===== src/rtl/keypad_scan_ctrl_if.sv =====
// Keypad scanner signal bundle: raw keypad lines plus the debounced key-code output.
interface keypad_scan_ctrl_if;
    logic [3:0]  key_row;
    logic [2:0]  key_col;
    logic [11:0] scan_data;
    logic        valid;
    logic        key_held;

    modport master (
        input  key_row,
        output key_col,
        output scan_data,
        output valid,
        output key_held
    );

    modport slave (
        output key_row,
        input  key_col,
        input  scan_data,
        input  valid,
        input  key_held
    );
endinterface


===== src/rtl/keypad_scan_ctrl.sv =====
// 3x4 keypad scanner: column-at-a-time drive, frame-level debounce FSM,
// one-hot key code with exactly one valid strobe per physical press.
module keypad_scan_ctrl #(
    parameter int SCAN_DIV = 4,
    parameter int DEBOUNCE = 3
) (
    input logic                  clk,
    input logic                  rst,
    keypad_scan_ctrl_if.master   kif
);

    localparam int DW = $clog2(SCAN_DIV);
    localparam int CW = $clog2(DEBOUNCE + 1);

    typedef enum logic [1:0] {
        IDLE,
        PRESS_WAIT,
        PRESSED,
        REL_WAIT
    } state_t;

    logic [3:0]    row_s1, row_s2;
    logic [DW-1:0] div_cnt;
    logic [2:0]    col_oh;
    logic [11:0]   acc, acc_nxt;
    logic [11:0]   frame;
    logic          frame_vld;
    logic          sample;

    state_t        state, state_nxt;
    logic [11:0]   cand, cand_nxt;
    logic [CW-1:0] cnt, cnt_nxt, cnt_inc;
    logic [11:0]   scan_q, scan_nxt;
    logic          valid_q, valid_nxt;
    logic          frame_empty, frame_single;

    assign sample = (div_cnt == DW'(SCAN_DIV - 1));

    // Merge the current column's synchronized rows into the accumulator image.
    always_comb begin
        acc_nxt = acc;
        for (int unsigned r = 0; r < 4; r++) begin
            if (col_oh[0]) acc_nxt[r*3]     = row_s2[r];
            if (col_oh[1]) acc_nxt[r*3 + 1] = row_s2[r];
            if (col_oh[2]) acc_nxt[r*3 + 2] = row_s2[r];
        end
    end

    always_ff @(posedge clk or negedge rst) begin
        if (!rst) begin
            row_s1    <= '0;
            row_s2    <= '0;
            div_cnt   <= '0;
            col_oh    <= 3'b001;
            acc       <= '0;
            frame     <= '0;
            frame_vld <= 1'b0;
        end else begin
            row_s1    <= kif.key_row;
            row_s2    <= row_s1;
            frame_vld <= sample && col_oh[2];
            if (sample) begin
                div_cnt <= '0;
                acc     <= acc_nxt;
                col_oh  <= {col_oh[1:0], col_oh[2]};
                if (col_oh[2]) frame <= acc_nxt;
            end else begin
                div_cnt <= div_cnt + DW'(1);
            end
        end
    end

    assign frame_empty  = (frame == '0);
    assign frame_single = !frame_empty && ((frame & (frame - 12'd1)) == '0);
    assign cnt_inc      = cnt + CW'(1);

    always_ff @(posedge clk or negedge rst) begin
        if (!rst) begin
            state   <= IDLE;
            cand    <= '0;
            cnt     <= '0;
            scan_q  <= '0;
            valid_q <= 1'b0;
        end else begin
            state   <= state_nxt;
            cand    <= cand_nxt;
            cnt     <= cnt_nxt;
            scan_q  <= scan_nxt;
            valid_q <= valid_nxt;
        end
    end

    always_comb begin
        state_nxt = state;
        cand_nxt  = cand;
        cnt_nxt   = cnt;
        scan_nxt  = scan_q;
        valid_nxt = 1'b0;
        if (frame_vld) begin
            unique case (state)
                IDLE: begin
                    if (frame_single) begin
                        cand_nxt = frame;
                        cnt_nxt  = CW'(1);
                        if (DEBOUNCE == 1) begin
                            scan_nxt  = frame;
                            valid_nxt = 1'b1;
                            state_nxt = PRESSED;
                        end else begin
                            state_nxt = PRESS_WAIT;
                        end
                    end
                end
                PRESS_WAIT: begin
                    if (frame == cand) begin
                        if (cnt_inc == CW'(DEBOUNCE)) begin
                            scan_nxt  = cand;
                            valid_nxt = 1'b1;
                            cnt_nxt   = '0;
                            state_nxt = PRESSED;
                        end else begin
                            cnt_nxt = cnt_inc;
                        end
                    end else if (frame_single) begin
                        cand_nxt = frame;
                        cnt_nxt  = CW'(1);
                    end else begin
                        cnt_nxt   = '0;
                        state_nxt = IDLE;
                    end
                end
                PRESSED: begin
                    if (frame_empty) begin
                        if (DEBOUNCE == 1) begin
                            cnt_nxt   = '0;
                            state_nxt = IDLE;
                        end else begin
                            cnt_nxt   = CW'(1);
                            state_nxt = REL_WAIT;
                        end
                    end
                end
                REL_WAIT: begin
                    if (frame_empty) begin
                        if (cnt_inc == CW'(DEBOUNCE)) begin
                            cnt_nxt   = '0;
                            state_nxt = IDLE;
                        end else begin
                            cnt_nxt = cnt_inc;
                        end
                    end else begin
                        cnt_nxt   = '0;
                        state_nxt = PRESSED;
                    end
                end
                default: state_nxt = IDLE;
            endcase
        end
    end

    assign kif.key_col   = col_oh;
    assign kif.scan_data = scan_q;
    assign kif.valid     = valid_q;
    assign kif.key_held  = (state == PRESSED) || (state == REL_WAIT);

endmodule


===== src/flat_wrapper.sv =====
// flat-port wrapper written by rule: the top's interface ports become plain ports
module keypad_scan_ctrl_flat 
#(
    parameter int SCAN_DIV = 4,
    parameter int DEBOUNCE = 3
)
  (clk, rst, kif_key_row, kif_key_col, kif_scan_data, kif_valid, kif_key_held);
  keypad_scan_ctrl_if kif_i ();
  input logic clk;
  input logic rst;
  input wire logic [$bits(kif_i.key_row)-1:0] kif_key_row;
  output wire logic [$bits(kif_i.key_col)-1:0] kif_key_col;
  output wire logic [$bits(kif_i.scan_data)-1:0] kif_scan_data;
  output wire logic [$bits(kif_i.valid)-1:0] kif_valid;
  output wire logic [$bits(kif_i.key_held)-1:0] kif_key_held;
  assign kif_i.key_row = kif_key_row;
  assign kif_key_col = kif_i.key_col;
  assign kif_scan_data = kif_i.scan_data;
  assign kif_valid = kif_i.valid;
  assign kif_key_held = kif_i.key_held;
  keypad_scan_ctrl #(.SCAN_DIV(SCAN_DIV), .DEBOUNCE(DEBOUNCE)) u_core (.clk(clk), .rst(rst), .kif(kif_i));
endmodule

===== config.mk =====
export PLATFORM = sky130hd
export DESIGN_NAME = keypad_scan_ctrl_flat
export DESIGN_NICKNAME = d
export VERILOG_FILES = /design/src/rtl/keypad_scan_ctrl_if.sv /design/src/rtl/keypad_scan_ctrl.sv /design/src/flat_wrapper.sv
export SDC_FILE = /design/constraint.sdc
export NUM_CORES = 1
export LEC_CHECK = 0
export ABC_CLOCK_PERIOD_IN_PS = 6450
export CAP_MARGIN = 20
export CORE_ASPECT_RATIO = 0.9
export CORE_MARGIN = 1.5
export CORE_UTILIZATION = 50
export CTS_BUF_LIST = sky130_fd_sc_hd__clkbuf_8
export DETAILED_ROUTE_END_ITERATION = 10
export PLACE_DENSITY_LB_ADDON = 0.25
export SLEW_MARGIN = 10
export SYNTH_ARGS = -nofsm -noshare
export SYNTH_HDL_FRONTEND = slang
export SYNTH_SLANG_ARGS = --single-unit

===== constraint.sdc =====
create_clock -name clk -period 6.45 [get_ports clk]
set_clock_uncertainty 0.05 [all_clocks]
set_input_delay 1.6125 -clock clk [delete_from_list [all_inputs] [get_ports clk]]
set_output_delay 1.6125 -clock clk [all_outputs]
set_load 0.005 [all_outputs]

==> results.md, run 1 <==
- Outcome: finished, final reports clean
- Final Slew Violations: 0
- Min cycle time layout: 3.14 ns
- Max stage delay cell, worst path: dfstp_2
- Synth Flop Type: dfrtp_1
- Seq pwr share: 0.553
- RSZ-0062 raised after global routing: false
- Synth warnings: 0
- Total gr overflow: 0
- Worst EP required: about 4.8 ns
- Htree depth: 3
- Worst skew pair latency: about 0.33 ns
- Pwr Density: 225 nW/um^2
- Total negative slack: 0 ns
- Routed wire length: approximately 4.6 mm
- Sw Ratio: 0.208
- Die height: 73.8 um
- Port bufs: 22
- Crit path cell chain: clkdlybuf4s50_1
- Cts hold-fix bufs: 0
- WS Path Type: register to output pin
- CP arrival: 1.48 ns
- Final Cycle Share: 0.487
- Via density: between 5 and 6
- Commonest non-fill, non-tap cell in the layout: dfrtp_1
- Crit start category: register
- Vias in the first global route: 1625
- Number of CTS-inserted buffers: 9
- Die W: between 80 and 90 um
- Initial detailed-routing violation count: between 80 and 90
- Post-CTS setup buffers: 0
- Post-synth design cell area: about 2800 um^2
- Worst reg2reg path startpoint: u_core.frame[0]
- Core Rows: 25
- CTS tree: built
- Most frequent cells in the layout: 62 x dfrtp_1, 26 x nand2_1, 22 x mux2_2
- Layout Area Growth over Synthesis: 15.3%
- Worst IR Drop VDD: approximately 0.19 mV
- Hold Fails Final Rpt: 0
- Placer Congestion: approximately 0.84
- Max_cap viols: 0
- CP Depth: 1
- Critical path capture point: kif_key_col[0]
- Crit. End Element: output pin
- Initial antenna violation count: 0
- R2r setup slk: approximately 3.7 ns
- Final instance area: between 3000 and 4000 um^2
- NetSw: about 150 uW
- Leakage: roughly 0.0015 uW
- Placed Area: 3030 um^2
- Slew @ Worst Pin: roughly 1 ns
- Gr usage total: 0.184
- Seq/Total Area, Yosys: 0.566
- Slew headroom: 0.331
- Hold Path Class: register to register
- Clk pwr share: 0.433
- Core area: 5320 um^2
- Largest net degree at the start of global routing: between 60 and 70
- Pint: 573 uW
- Async SR Flop Fraction: 1.00
- Final HPWL from detailed placement: between 3 and 4 mm
- Crit-path max cell delay: around 0.62 ns
- Wirelength per Cell: between 10 and 15 um
- CTS resizes: 0
- Pre-antenna DRT Iters: 4
- Worst Setup SP: u_core.kif.key_col[0]
- CTS Buffer Depth: 2
- Mean post-synth cell area: around 12 um^2
- Layout cells sized above 1: 0.221
- Achievable clock frequency: roughly 0.32 GHz
- N_diodes: 0
- Yosys reg bits: 63
- CP max FO: 7
- Tot Pwr: 724 uW
- Post-Syn Nets: 234
- Setup-failing EPs final: 0
- Fin util: 0.604
- CP top delay family: flip-flops
- Total die area: just over 6000 um^2
- Root Buffer: clkbuf_8
- Io pins: 23
- First-pass GRT wire length: 7.98 mm
- Post-DRT Antenna Nets: 0
- Reg clk slew, reported paths: roughly 0.070 ns
- R2R depth: 6
- Post-synth EDFFs: 0
- Total number of vias: roughly 1700
- CTS sink count: 63
- Distinct cells, synth: 42
- R2r endpoint: u_core.cand[2]
- # DRC: 0
- Starting Density: 0.524
- Logic gate share of total power: 0.014
- Final nets: 255
- Hold Slack: around 0.30 ns
- Crit path buffers/inverters: 1
- Cells after synthesis: 227
[how the worst min path moves through the flow]
stage | from | endpoint | slack (ns) | cells after the start
final | u_core.row_s1[2] | u_core.row_s2[2] | 0.30 | 0
after floorplan | u_core.row_s1[0] | u_core.row_s2[0] | 0.28 | 0
after global routing | u_core.row_s1[0] | u_core.row_s2[0] | 0.31 | 0
after CTS | u_core.row_s1[3] | u_core.row_s2[3] | 0.30 | 0
after global placement | u_core.row_s1[0] | u_core.row_s2[0] | 0.28 | 0
after detailed placement | u_core.row_s1[3] | u_core.row_s2[3] | 0.29 | 0
[sequential cells by signal, indices dropped and copies added, names as in the netlist]
signal,count
u_core.acc,8
u_core.cand,12
u_core.cnt,2
u_core.div_cnt,2
u_core.frame,12
u_core.frame_vld,1
u_core.kif.key_col,3
u_core.kif.scan_data,12
u_core.kif.valid,1
u_core.row_s1,4
u_core.row_s2,4
u_core.state,2
[stage by stage]
step,cells,setup WS (ns)
after floorplan,227,3.98
after CTS,320,3.28
final,320,3.31
after global placement,304,3.67
after global routing,320,3.24
after detailed placement,304,3.66
[worst reg2reg max path, delay by kind of cell, from the launching register on]
kind	cells	cell delay (ns)
AND/OR/NAND/NOR	2	0.87
flip-flops	1	0.44
AO/OA/AOI/OAI	3	0.89
multiplexers	1	0.36
[power groups by stage]
stage               combinational, uW  clock, uW  sequential (uW)
floorplan                       0.185          0              406
global placement                 11.0          0              407
detailed placement               11.2          0              407
CTS                              11.0        325              400
global route                     12.3        344              400
finish                           10.3        314              400
[synthesized netlist by cell type (4+ instances only)]
master | number | area [um^2]
dfrtp_1 | 62 | 1550
nand2_1 | 26 | 97.6
mux2_2 | 22 | 248
o21ai_0 | 15 | 75.1
xnor2_1 | 12 | 105
mux2_4 | 10 | 150
clkbuf_1 | 9 | 33.8
mux2i_1 | 8 | 80.1
inv_1 | 6 | 22.5
nor2_1 | 6 | 22.5
nor3_1 | 6 | 30.0
a21oi_1 | 4 | 20.0
[per-layer routing]
metal | vias to the layer above | wire length, um | GRT usage
met1 | 826 | 2180 | 0.237
li1 | 839 | - | -
met3 | 6 | 177 | 0.0894
met2 | 25 | 2150 | 0.271
met4 | 0 | 63 | 0.0659
met5 | - | 0 | 0
[cell type report]
type | instances | area, um^2
sequential | 63 | 1580
multi-input combinational | 145 | 1120
timing repair buffer | 23 | 223
clock buffer | 9 | 124
inverter | 6 | 22.5
tap | 67 | 83.8
clock inverter | 7 | 58.8
fill | 426 | 2100
[cell families (layout without fill, tap and decap cells)]
logic type / count (synthesis) / after routing / synth area share
compound gates: 33 / 33 / 0.0804
xor+xnor: 12 / 12 / 0.0377
flops: 63 / 63 / 0.566
buf+inv: 19 / 45 / 0.0323
fa+ha+maj: 1 / 1 / 0.00449
mux: 40 / 40 / 0.172
simple gates: 59 / 59 / 0.107
Note: power is estimated with default switching activity, not from simulation.
==> run 2, diff against run 1 <==
- ABC_CLOCK_PERIOD_IN_PS: 6450 -> 2700
- clock period: 6.45 -> 2.7 ns (I/O delays scaled with it)
==> run 2 against run 1 <==
Effect of this change: register-to-register slack lost 3.6 ns; worst setup slack lost 3.2 ns; sequential power grew 140%; total power grew 140%; via count grew 8.1%; routed wire length grew 10%; clock power grew 150%; combinational power grew to 2.6 times the previous value; clock-buffer cell count grew 3; critical path depth grew 7; utilization grew 2.7 points.
==> results.md, run 2 (synthesis gave the netlist of run 1 again) <==
- CTS sink count: 63 (unchanged)
- Layout Area Growth over Synthesis: 20.5%
- Total die area: 6030 um^2 (unchanged)
- Hold Path Class: primary input to async pin
- Outcome: finished, final reports clean
- Initial detailed-routing violation count: 86 (+4.9%)
- Root Buffer: clkbuf_8
- CP most frequent cell: buf_4
- Pwr Density: 522 nW/um^2 (+130%)
- Layout cells sized above 1: 0.277 (+0.0558)
- N_diodes: 0 (unchanged)
- Commonest non-fill, non-tap cell in the layout: dfrtp_1
- Final HPWL from detailed placement: 3.42 mm (+12%)
- Slew headroom: 0.596 (+0.265)
- Die W: 81.7 um (unchanged)
- Register area: 1580 um^2 (unchanged)
- Post-DRT Antenna Nets: 0 (unchanged)
- Leakage: 0.00154 uW (+4.9%)
- Slew @ Worst Pin: 0.604 ns (-0.394 ns)
- Total number of vias: 1834 (+8.1%)
- Worst IR Drop VDD: 0.365 mV (+95%)
- First-pass GRT wire length: 7.88 mm (-1.2%)
- WS Path Type: register to register
- Total gr overflow: 0 (unchanged)
- Final Slew Violations: 0 (unchanged)
- # DRC: 0 (unchanged)
- CP max FO: 6 (-1)
- Via density: 5.49 (+3.6%)
- Port bufs: 22 (unchanged)
- Max_cap viols: 0 (unchanged)
- CTS tree: built
- Wirelength per Cell: 15.0 um (+5.4%)
- Setup-failing EPs final: 0 (unchanged)
- R2r setup slk: 0.12 ns (-3.60 ns)
- Placer Congestion: 0.837 (-0.90%)
- Io pins: 23 (unchanged)
- Die height: 73.8 um (unchanged)
- Vias in the first global route: 1629 (+0.25%)
- Htree depth: 3 (unchanged)
- Core Rows: 25 (unchanged)
- Crit path buffers/inverters: 3 (+2)
- Worst reg2reg path startpoint: u_core.frame[2]
- CTS Buffer Depth: 2 (unchanged)
- Area occupied by multi-input gates: 1150 um^2 (+2.0%)
- R2r endpoint: u_core.state[0]
- Reg clk slew, reported paths: 0.07 ns (about the same)
- Fill cell count: 418 (-1.9%)
- Routed wire length: 5.03 mm (+10%)
- Most frequent cells in the layout: 62 x dfrtp_1, 26 x nand2_1, 22 x mux2_2
- Crit start category: register
- Hold Slack: 0.259 ns (-0.0399 ns)
- Min cycle time layout: between 2 and 3 ns
- Worst skew pair latency: 0.34 ns (about the same)
- Pre-antenna DRT Iters: 4 (unchanged)
- CP arrival: 2.75 ns (+1.27 ns)
- Fin util: 0.631 (+0.0271)
- Achievable clock frequency: 0.387 GHz
- Crit. End Element: register
- Starting Density: 0.524 (unchanged)
- Final nets: 269 (+5.5%)
- Hold Fails Final Rpt: 0 (unchanged)
- Max stage delay cell, worst path: or4_1
- Number of CTS-inserted buffers: 9 (unchanged)
- R2R depth: 8 (+2)
- Core area: 5320 um^2 (unchanged)
- Worst EP required: 2.86 ns (-1.93 ns)
- Final Cycle Share: 0.957
- Gr usage total: 0.183 (-0.00149)
- Crit-path max cell delay: 0.57 ns (-0.05 ns)
- Largest net degree at the start of global routing: 42 (-34%)
- CP top delay family: compound AO/OA/AOI/OAI gates
- Crit path cell chain: or4_1 > buf_4 > o41ai_2 > a211oi_2 > buf_4 > buf_4 > a221oi_1 > o21ai_0
- Initial antenna violation count: 0 (unchanged)
## run 2: cell types whose count changed in the layout (fill, tap and decap cells not counted), sizes merged
| cell | delta |
|---|---|
| buf | +13 |
| clkbuf | +3 |
| inv | -3 |
| bufinv | -1 |
| clkinvlp | +1 |
| o211a | +1 |
## run 2: where the power goes
part / total (uW) / leakage [uW] / switching [uW] / internal [uW]
Combinational: 27.0 / 0.000594 / 18.2 / 8.84
Sequential: 955 / 0.000854 / 4.80 / 950
Clock: 770 / 0.0000946 / 363 / 408
Total: 1750 / 0.00154 / 386 / 1370
## run 2: worst max path at each step
| stage | startpoint | endpoint | slack, ns | depth (start not counted) |
|---|---|---|---|---|
| 2_1_floorplan | u_core.frame[0] | u_core.cand[0] | 0.23 | 8 |
| 3_3_place_gp | u_core.frame[2] | u_core.cand[2] | 0.18 | 6 |
| 3_5_place_dp | u_core.frame[4] | u_core.cand[2] | 0.12 | 6 |
| 4_1_cts | u_core.frame[5] | u_core.cand[2] | 0.10 | 6 |
| 5_1_grt | u_core.frame[2] | u_core.state[0] | -0.002 | 8 |
| 6_report | u_core.frame[2] | u_core.state[0] | 0.12 | 8 |
## run 2: worst reg2reg max path: stages, from the launching register on
cell and delay, ns:
dfrtp_1 0.44, or4_1 0.57, buf_4 0.19, o41ai_2 0.35, a211oi_2 0.19, buf_4 0.17
buf_4 0.12, a221oi_1 0.27, o21ai_0 0.11
## run 2: repair_timing
item,4_1_cts,5_1_grt
gates resized for setup,0,2
endpoints found under the hold margin,0,0
setup buffers,0,3
setup endpoints to repair,0,12
hold buffers,0,0
## run 2: through the flow
step / std cells / total power [uW] / setup TNS, ns / cell area (um^2) / setup WS [ns]
2_1_floorplan: 227 / 971 / 0 / 2790 / 0.235
3_5_place_dp: 314 / 1000 / 0 / 3120 / 0.115
6_report: 334 / 1750 / 0 / 3360 / 0.116
3_3_place_gp: 314 / 1000 / 0 / 3120 / 0.183
4_1_cts: 330 / 1780 / 0 / 3310 / 0.102
5_1_grt: 334 / 1820 / -0.00178 / 3360 / -0.00178
## run 2: per-layer routing
metal / share of wire / track usage / vias up
li1: - / - / 875
met1: 0.47 / 0.235 / 900
met2: 0.46 / 0.268 / 46
met3: 0.046 / 0.0758 / 13
met4: 0.027 / 0.0866 / 0
met5: 0 / 0 / -
## run 2: area by class of cell
type                       instances  area share
clock buffer                      12      0.0492
clock inverter                     4     0.00857
inverter                           6     0.00671
multi-input combinational        146       0.341
sequential                        63       0.470
tap                               67      0.0250
timing repair buffer              36      0.0991
==> run 3, diff against run 2 <==
- HOLD_SLACK_MARGIN: not set -> 0.12
- SLEW_MARGIN: 10 -> 15
==> results of run 3 <==
No change in the layout: final DEF, timing and power equal those of run 2.
